### src/rtl/regfile_mp_pkg.sv
// Shared constants and types for the multi-port register file.
package regfile_mp_pkg;
  localparam int DEF_DATA_W = 32;
  localparam int DEF_ADDR_W = 5;
  localparam int DEF_NREAD  = 2;
  localparam int NREAD_MAX  = 4;

  typedef logic [DEF_ADDR_W-1:0] regIdx_t;

  function automatic bit nreadLegal(int n);
    return (n >= 1) && (n <= NREAD_MAX);
  endfunction
endpackage

### src/rtl/regfile_scoreboard.sv
// Busy-bit scoreboard: one bit per register, set on issue, cleared on write-back.
module regfile_scoreboard #(
  parameter int ADDR_W   = 5,
  parameter int NREAD    = 2,
  parameter int ZERO_REG = 1
) (
  input  logic                    clock,
  input  logic                    Reset,
  input  logic                    Issue,
  input  logic [ADDR_W-1:0]       IssueAddr,
  input  logic                    RegWrite,
  input  logic [ADDR_W-1:0]       WriteAddr,
  input  logic [NREAD*ADDR_W-1:0] ReadAddr,
  output logic [NREAD-1:0]        ReadBusy,
  output logic                    AnyBusy
);
  localparam int DEPTH = 1 << ADDR_W;

  logic [DEPTH-1:0] busy, busyNext;
  logic             issueOk;

  assign issueOk = Issue && !((ZERO_REG != 0) && (IssueAddr == '0));

  // Clear on write-back first, then set on issue so a new producer wins.
  always_comb begin
    busyNext = busy;
    if (RegWrite) busyNext[WriteAddr] = 1'b0;
    if (issueOk)  busyNext[IssueAddr] = 1'b1;
  end

  // Busy vector; reset clears it asynchronously.
  always_ff @(posedge clock or negedge Reset) begin
    if (!Reset) busy <= '0;
    else        busy <= busyNext;
  end

  // A same-cycle write-back to the read address resolves the hazard.
  for (genvar k = 0; k < NREAD; k++) begin : gRdBusy
    logic [ADDR_W-1:0] ra;
    assign ra          = ReadAddr[k*ADDR_W +: ADDR_W];
    assign ReadBusy[k] = busy[ra] & ~(RegWrite && (WriteAddr == ra));
  end

  assign AnyBusy = |busy;
endmodule

### src/rtl/regfile_mp.sv
// Multi-read-port register file with write-first bypass and busy scoreboard.
module regfile_mp
  import regfile_mp_pkg::*;
#(
  parameter int DATA_W   = DEF_DATA_W,
  parameter int ADDR_W   = DEF_ADDR_W,
  parameter int NREAD    = DEF_NREAD,
  parameter int ZERO_REG = 1
) (
  input  logic                    clock,
  input  logic                    Reset,
  input  logic [NREAD*ADDR_W-1:0] ReadAddr,
  output logic [NREAD*DATA_W-1:0] ReadData,
  output logic [NREAD-1:0]        ReadBusy,
  input  logic                    RegWrite,
  input  logic [ADDR_W-1:0]       WriteAddr,
  input  logic [DATA_W-1:0]       WriteData,
  input  logic                    Issue,
  input  logic [ADDR_W-1:0]       IssueAddr,
  output logic                    AnyBusy
);
  localparam int DEPTH = 1 << ADDR_W;

  if (!nreadLegal(NREAD)) begin : gBadNread
    $error("regfile_mp: NREAD must be in 1..4");
  end

  logic [DATA_W-1:0] mem [DEPTH];
  logic              wrOk;

  assign wrOk = RegWrite && !((ZERO_REG != 0) && (WriteAddr == '0));

  // Storage; reset wipes every register so no partial write survives.
  always_ff @(posedge clock or negedge Reset) begin
    if (!Reset) begin
      for (int i = 0; i < DEPTH; i++) mem[i] <= '0;
    end else if (wrOk) begin
      mem[WriteAddr] <= WriteData;
    end
  end

  // Combinational read ports: forced 0 in reset, zero register, write-first bypass.
  for (genvar k = 0; k < NREAD; k++) begin : gRd
    logic [ADDR_W-1:0] ra;
    logic              zeroHit, bypass;
    assign ra      = ReadAddr[k*ADDR_W +: ADDR_W];
    assign zeroHit = (ZERO_REG != 0) && (ra == '0);
    assign bypass  = RegWrite && (WriteAddr == ra);
    assign ReadData[k*DATA_W +: DATA_W] = !Reset  ? '0 :
                                          zeroHit ? '0 :
                                          bypass  ? WriteData : mem[ra];
  end

  regfile_scoreboard #(
    .ADDR_W  (ADDR_W),
    .NREAD   (NREAD),
    .ZERO_REG(ZERO_REG)
  ) uScoreboard (
    .clock    (clock),
    .Reset    (Reset),
    .Issue    (Issue),
    .IssueAddr(IssueAddr),
    .RegWrite (RegWrite),
    .WriteAddr(WriteAddr),
    .ReadAddr (ReadAddr),
    .ReadBusy (ReadBusy),
    .AnyBusy  (AnyBusy)
  );
endmodule

### config.mk
export PLATFORM = sky130hd
export DESIGN_NAME = regfile_mp
export DESIGN_NICKNAME = d
export VERILOG_FILES = /design/src/rtl/regfile_mp_pkg.sv /design/src/rtl/regfile_scoreboard.sv /design/src/rtl/regfile_mp.sv
export SDC_FILE = /design/constraint.sdc
export NUM_CORES = 2
export LEC_CHECK = 0
export BUFFER_PORTS_ARGS = -buffer_cell sky130_fd_sc_hd__buf_2
export CAP_MARGIN = 20
export CELL_PAD_IN_SITES_DETAIL_PLACEMENT = 0
export CELL_PAD_IN_SITES_GLOBAL_PLACEMENT = 1
export CORE_ASPECT_RATIO = 1.25
export CORE_MARGIN = 2
export CORE_UTILIZATION = 30
export DETAILED_ROUTE_END_ITERATION = 16
export GPL_TIMING_DRIVEN = 1
export PLACE_DENSITY_LB_ADDON = 0.12
export SLEW_MARGIN = 15
export SYNTH_ARGS = -nofsm -noshare
export SYNTH_HDL_FRONTEND = slang
export SYNTH_HIERARCHICAL = 1
export SYNTH_SLANG_ARGS = --single-unit
export TNS_END_PERCENT = 10
### constraint.sdc
create_clock -name clock -period 2.43 [get_ports clock]
set_input_delay 0.486 -clock clock [delete_from_list [all_inputs] [get_ports clock]]
set_output_delay 0.486 -clock clock [all_outputs]
set_load 0.005 [all_outputs]
==> results.txt <==
* Result of the run: finished, violations left
- Violated checks: negative setup slack
- Final setup skew: 0 ns
- The congestion estimate from routability-driven global placement came to 0.768.
- Overflow left after global routing: 0
* Period utilization: 127%
* Relative slew slack: 31.7%
* Level count of the clock H-tree: 4
- Endpoint of the lowest-slack register-to-register path: mem[883]$_DFFE_PN0P_
- At the end of the flow, the number of nets in the layout was 4322.
- Dividing the detail-routed via count by the number of cells gives 5.55.
- Fin util: 37.1%
- Site row count: 179
- Detail-routed net length per standard cell: 32.4 um
- The slowest stage of the critical path is the sky130_fd_sc_hd__mux4_1 cell.
- Across all setup checks in the final design, the least slack found is -0.647 ns.
- The min-delay analysis places its worst path in the category primary input to asynchronous set/reset pin.
- After routing, the total negative slack on setup checks comes to -31.56 ns.
- Worst-Skew Late Latency: 0.78 ns
- The number of hold-slack violations in the final timing report came to 0.
* Transition at the pin with the smallest max-transition slack: 1.02 ns
* Number of standard cells after synthesis: 3943
- Fin. max-slew vios: 0
- Once detailed placement completed, the half-perimeter wirelength came to 148 mm.
- The placed instances occupy a cell area of 65200 sq um.
- GR Util met1: 30.3%
* Placeable Area: 190000 sq um
* Post-Syn Nets: 3999
- Proportion of register bits with asynchronous set or reset after synthesis: 100%
* Total DRC errors in the routed layout: 0
* Violation count after the first detailed-routing iteration: 2404
* Area growth from synthesis to layout: 23.3%
* Die extent in x: 394 um
- The startpoint identified for the worst register-to-register timing path is mem[883]$_DFFE_PN0P_.
- TritonCTS built the clock tree.
- After synthesis, the cell types taking the most area are sky130_fd_sc_hd__dfrtp_1 46%, sky130_fd_sc_hd__mux2_2 19%, sky130_fd_sc_hd__mux4_2 16%.
- Post-synthesis cell type with the largest combined area: sky130_fd_sc_hd__dfrtp_1
- Number of ports placed on the die boundary: 123
* Count of maximum capacitance violations: 0
- Summing every instance area after synthesis gives 57200 sq um.
- Number of buffers on the longest clock path: 3
- First-pass GRT wire length: 321 mm
* Commonest non-fill, non-tap cell in the layout: sky130_fd_sc_hd__dfrtp_1
* Clock buffers created by TritonCTS: 130
* Residual antenna-violating net count after detailed routing: 0
- Final instance area: 70500 sq um
- Startpoint-to-endpoint class of the critical path: flip-flop to primary output
- For flop-to-flop paths, the worst setup slack is 1.56 ns.
- In the final layout, the share of cells above drive strength 1 is 56.0%.
- Timing would allow up to 325 MHz.
* Die area: 194000 sq um
- Cells along the critical path: mux4_1 -> mux2i_1 -> mux2_2 -> nor4b_1 -> a211o_1 -> buf_2
- After synthesis, the netlist uses 58 different library cells.
- The number of global-route vias before repair is 40800.
- Vias after detailed routing: 38300
- The analysis attributes to cell leakage a power of 0.0303 uW.
- Maximum fanout count along the critical path: 3
- The first TritonRoute pass finished after 7 iterations.
* Worst IR Drop VDD: 0.780 mV
* Number of enable-type register cells in the synthesized netlist: 0
- The synthesized design devotes to its leading area cell type 46.2% of total area.
* Met2 demand-to-capacity share in global routing: 39.8%
- Data arrival, critical path: 2.59 ns
- Primary FF master, synth: sky130_fd_sc_hd__dfrtp_1
* Starting Density: 30.1%
- Global routing usage summed across all routing layers: 23.1%
* Antenna violations before repair: 9
- Cell chosen for the clock root: sky130_fd_sc_hd__clkbuf_16
- Power density normalized to cell area: 778 nW/um^2
- After global routing, the most crowded layer is met2.
- In this design, the stage delay of the slowest critical-path cell is 0.51 ns.
* Post-Syn Area per Cell: 14.5 sq um
- Minimum period implied by the final worst setup slack: 3.08 ns
* Number of warning messages in the yosys log: 6
- GR met3 Demand/Resource: 3.16%
- Port Buf Inserts: 122
- Clock-pin slew was measured on the worst setup and hold paths at 0.06 ns.
- Clock sink total: 1056
- STA classifies the critical path startpoint as a flip-flop.
* Unrepaired setup endpoints after global routing: true
* Proportion of synthesized chip area in sequential cells: 46.2%
- Setup Viol. Count Final: 67
- Number of standard cells in the layout, taps in and fillers out: 6898
- The final layout contains routed wiring with a total length of 223 mm.
- In this run, synthesis produced a sequential element count of 1056.
- Placed cell count: 6657
* Chip Height: 492 um
- Entering global routing, the biggest net connects 167 pins.
- Top library cells by usage in the layout, fill and taps aside: 1056 x sky130_fd_sc_hd__dfrtp_1, 976 x sky130_fd_sc_hd__mux2_2, 417 x sky130_fd_sc_hd__mux4_2
- Worst Reg-to-Reg Cells: 2
* Crit path required time: 1.94 ns
- Worst setup EP type: primary output
## state kept, by name (all words and copies together), names as in the netlist
register and cells:
mem 1024, uScoreboard/busy 32
## cell usage after synthesis, types with 10 or more instances
master                      number
sky130_fd_sc_hd__buf_1          43
sky130_fd_sc_hd__a211o_1        10
sky130_fd_sc_hd__nand2_1        52
sky130_fd_sc_hd__mux2_1         19
sky130_fd_sc_hd__a21o_1         22
sky130_fd_sc_hd__o2111a_1       34
sky130_fd_sc_hd__mux2i_1       201
sky130_fd_sc_hd__o21ai_0       112
sky130_fd_sc_hd__mux4_1         13
sky130_fd_sc_hd__buf_6          19
sky130_fd_sc_hd__mux4_2        416
sky130_fd_sc_hd__nand3_1        43
sky130_fd_sc_hd__xor2_1         12
sky130_fd_sc_hd__a221oi_1       75
sky130_fd_sc_hd__o21ai_1        13
sky130_fd_sc_hd__mux2_2        976
sky130_fd_sc_hd__a22oi_1        95
sky130_fd_sc_hd__dfrtp_1      1056
sky130_fd_sc_hd__and2_1         12
sky130_fd_sc_hd__buf_12         11
sky130_fd_sc_hd__nor4_1         11
sky130_fd_sc_hd__nor3_1         10
sky130_fd_sc_hd__a221oi_2       13
sky130_fd_sc_hd__buf_4          29
sky130_fd_sc_hd__a21oi_1        57
sky130_fd_sc_hd__o22ai_1        64
sky130_fd_sc_hd__nor2_1         28
sky130_fd_sc_hd__buf_2         119
sky130_fd_sc_hd__o211ai_1       24
sky130_fd_sc_hd__nand3b_1       17
sky130_fd_sc_hd__clkbuf_1      224
sky130_fd_sc_hd__a2bb2oi_1      22
## cells by family after synthesis
kind of cell | after synthesis | synth area share [%]
AOI/OAI and AO/OA | 570 | 7.20
xor gates and xnor gates | 20 | 0.320
buffers and inverters | 451 | 4.03
DFF | 1056 | 46.2
muxes | 1627 | 40.2
and+or+nand+nor | 219 | 2.03
## worst max-delay path: cells and delay by family, from the launching register on
| kind | cells | cell delay (ns) |
|---|---|---|
| multiplexers | 3 | 0.92 |
| buffers and inverters | 1 | 0.15 |
| flip-flops | 1 | 0.39 |
| AO/OA/AOI/OAI | 1 | 0.32 |
| AND/OR/NAND/NOR | 1 | 0.04 |
## per-layer routing
layer	up-vias	share of wire (%)
met2	832	50
met1	21000	44
met4	0	2.8
li1	16100	-
met3	323	3.4
met5	-	0
## where the power goes
group          total (uW)  internal [uW]  leakage [uW]  switching (uW)
clock               19800          11700       0.00209            8090
combinational       11600           6820        0.0147            4800
sequential          23400          21000        0.0135            2490
## how the worst max path moves through the flow
| stage | from | end | slack, ns | cells past startpoint |
|---|---|---|---|---|
| after CTS | mem[1001]$_DFFE_PN0P_ | ReadData[9] | -0.72 | 6 |
| after global placement | WriteAddr[3] | ReadData[48] | -0.79 | 9 |
| after detailed placement | ReadAddr[5] | ReadData[48] | -0.79 | 10 |
| after floorplan | ReadAddr[5] | ReadData[39] | -0.07 | 7 |
| after global routing | mem[745]$_DFFE_PN0P_ | ReadData[9] | -0.76 | 6 |
| final | mem[457]$_DFFE_PN0P_ | ReadData[9] | -0.65 | 6 |
## metrics by stage
step / setup WS [ns] / total power (uW) / hold slack [ns]
2_1_floorplan: -0.0716 / 30700 / 0.190
3_3_place_gp: -0.794 / 34900 / 0.381
3_5_place_dp: -0.792 / 35100 / 0.383
4_1_cts: -0.716 / 55500 / 0.0173
5_1_grt: -0.764 / 57500 / 0.0447
6_report: -0.647 / 54800 / 0.0355
## cell type report
class / instances / area [sq um]
fill: 18200 / 119000
tap: 2534 / 3170
clock buffer: 187 / 3800
clock inverter: 39 / 445
timing repair buffer: 639 / 7190
inverter: 3 / 16.3
multi-input combinational: 2436 / 29400
antenna: 4 / 10.0
sequential: 1056 / 26400
## repair_timing
| item | CTS | global route |
|---|---|---|
| pin swaps | 45 | 22 |
| hold buffers | 3 | 0 |
| gates resized for setup | 128 | 82 |
| cloned | 1 | 1 |
| setup endpoints to repair | 67 | 67 |
| hold endpoints to repair | 86 | 0 |
| buffers inserted | 4 | 4 |
Note: power is estimated with default switching activity, not from simulation.
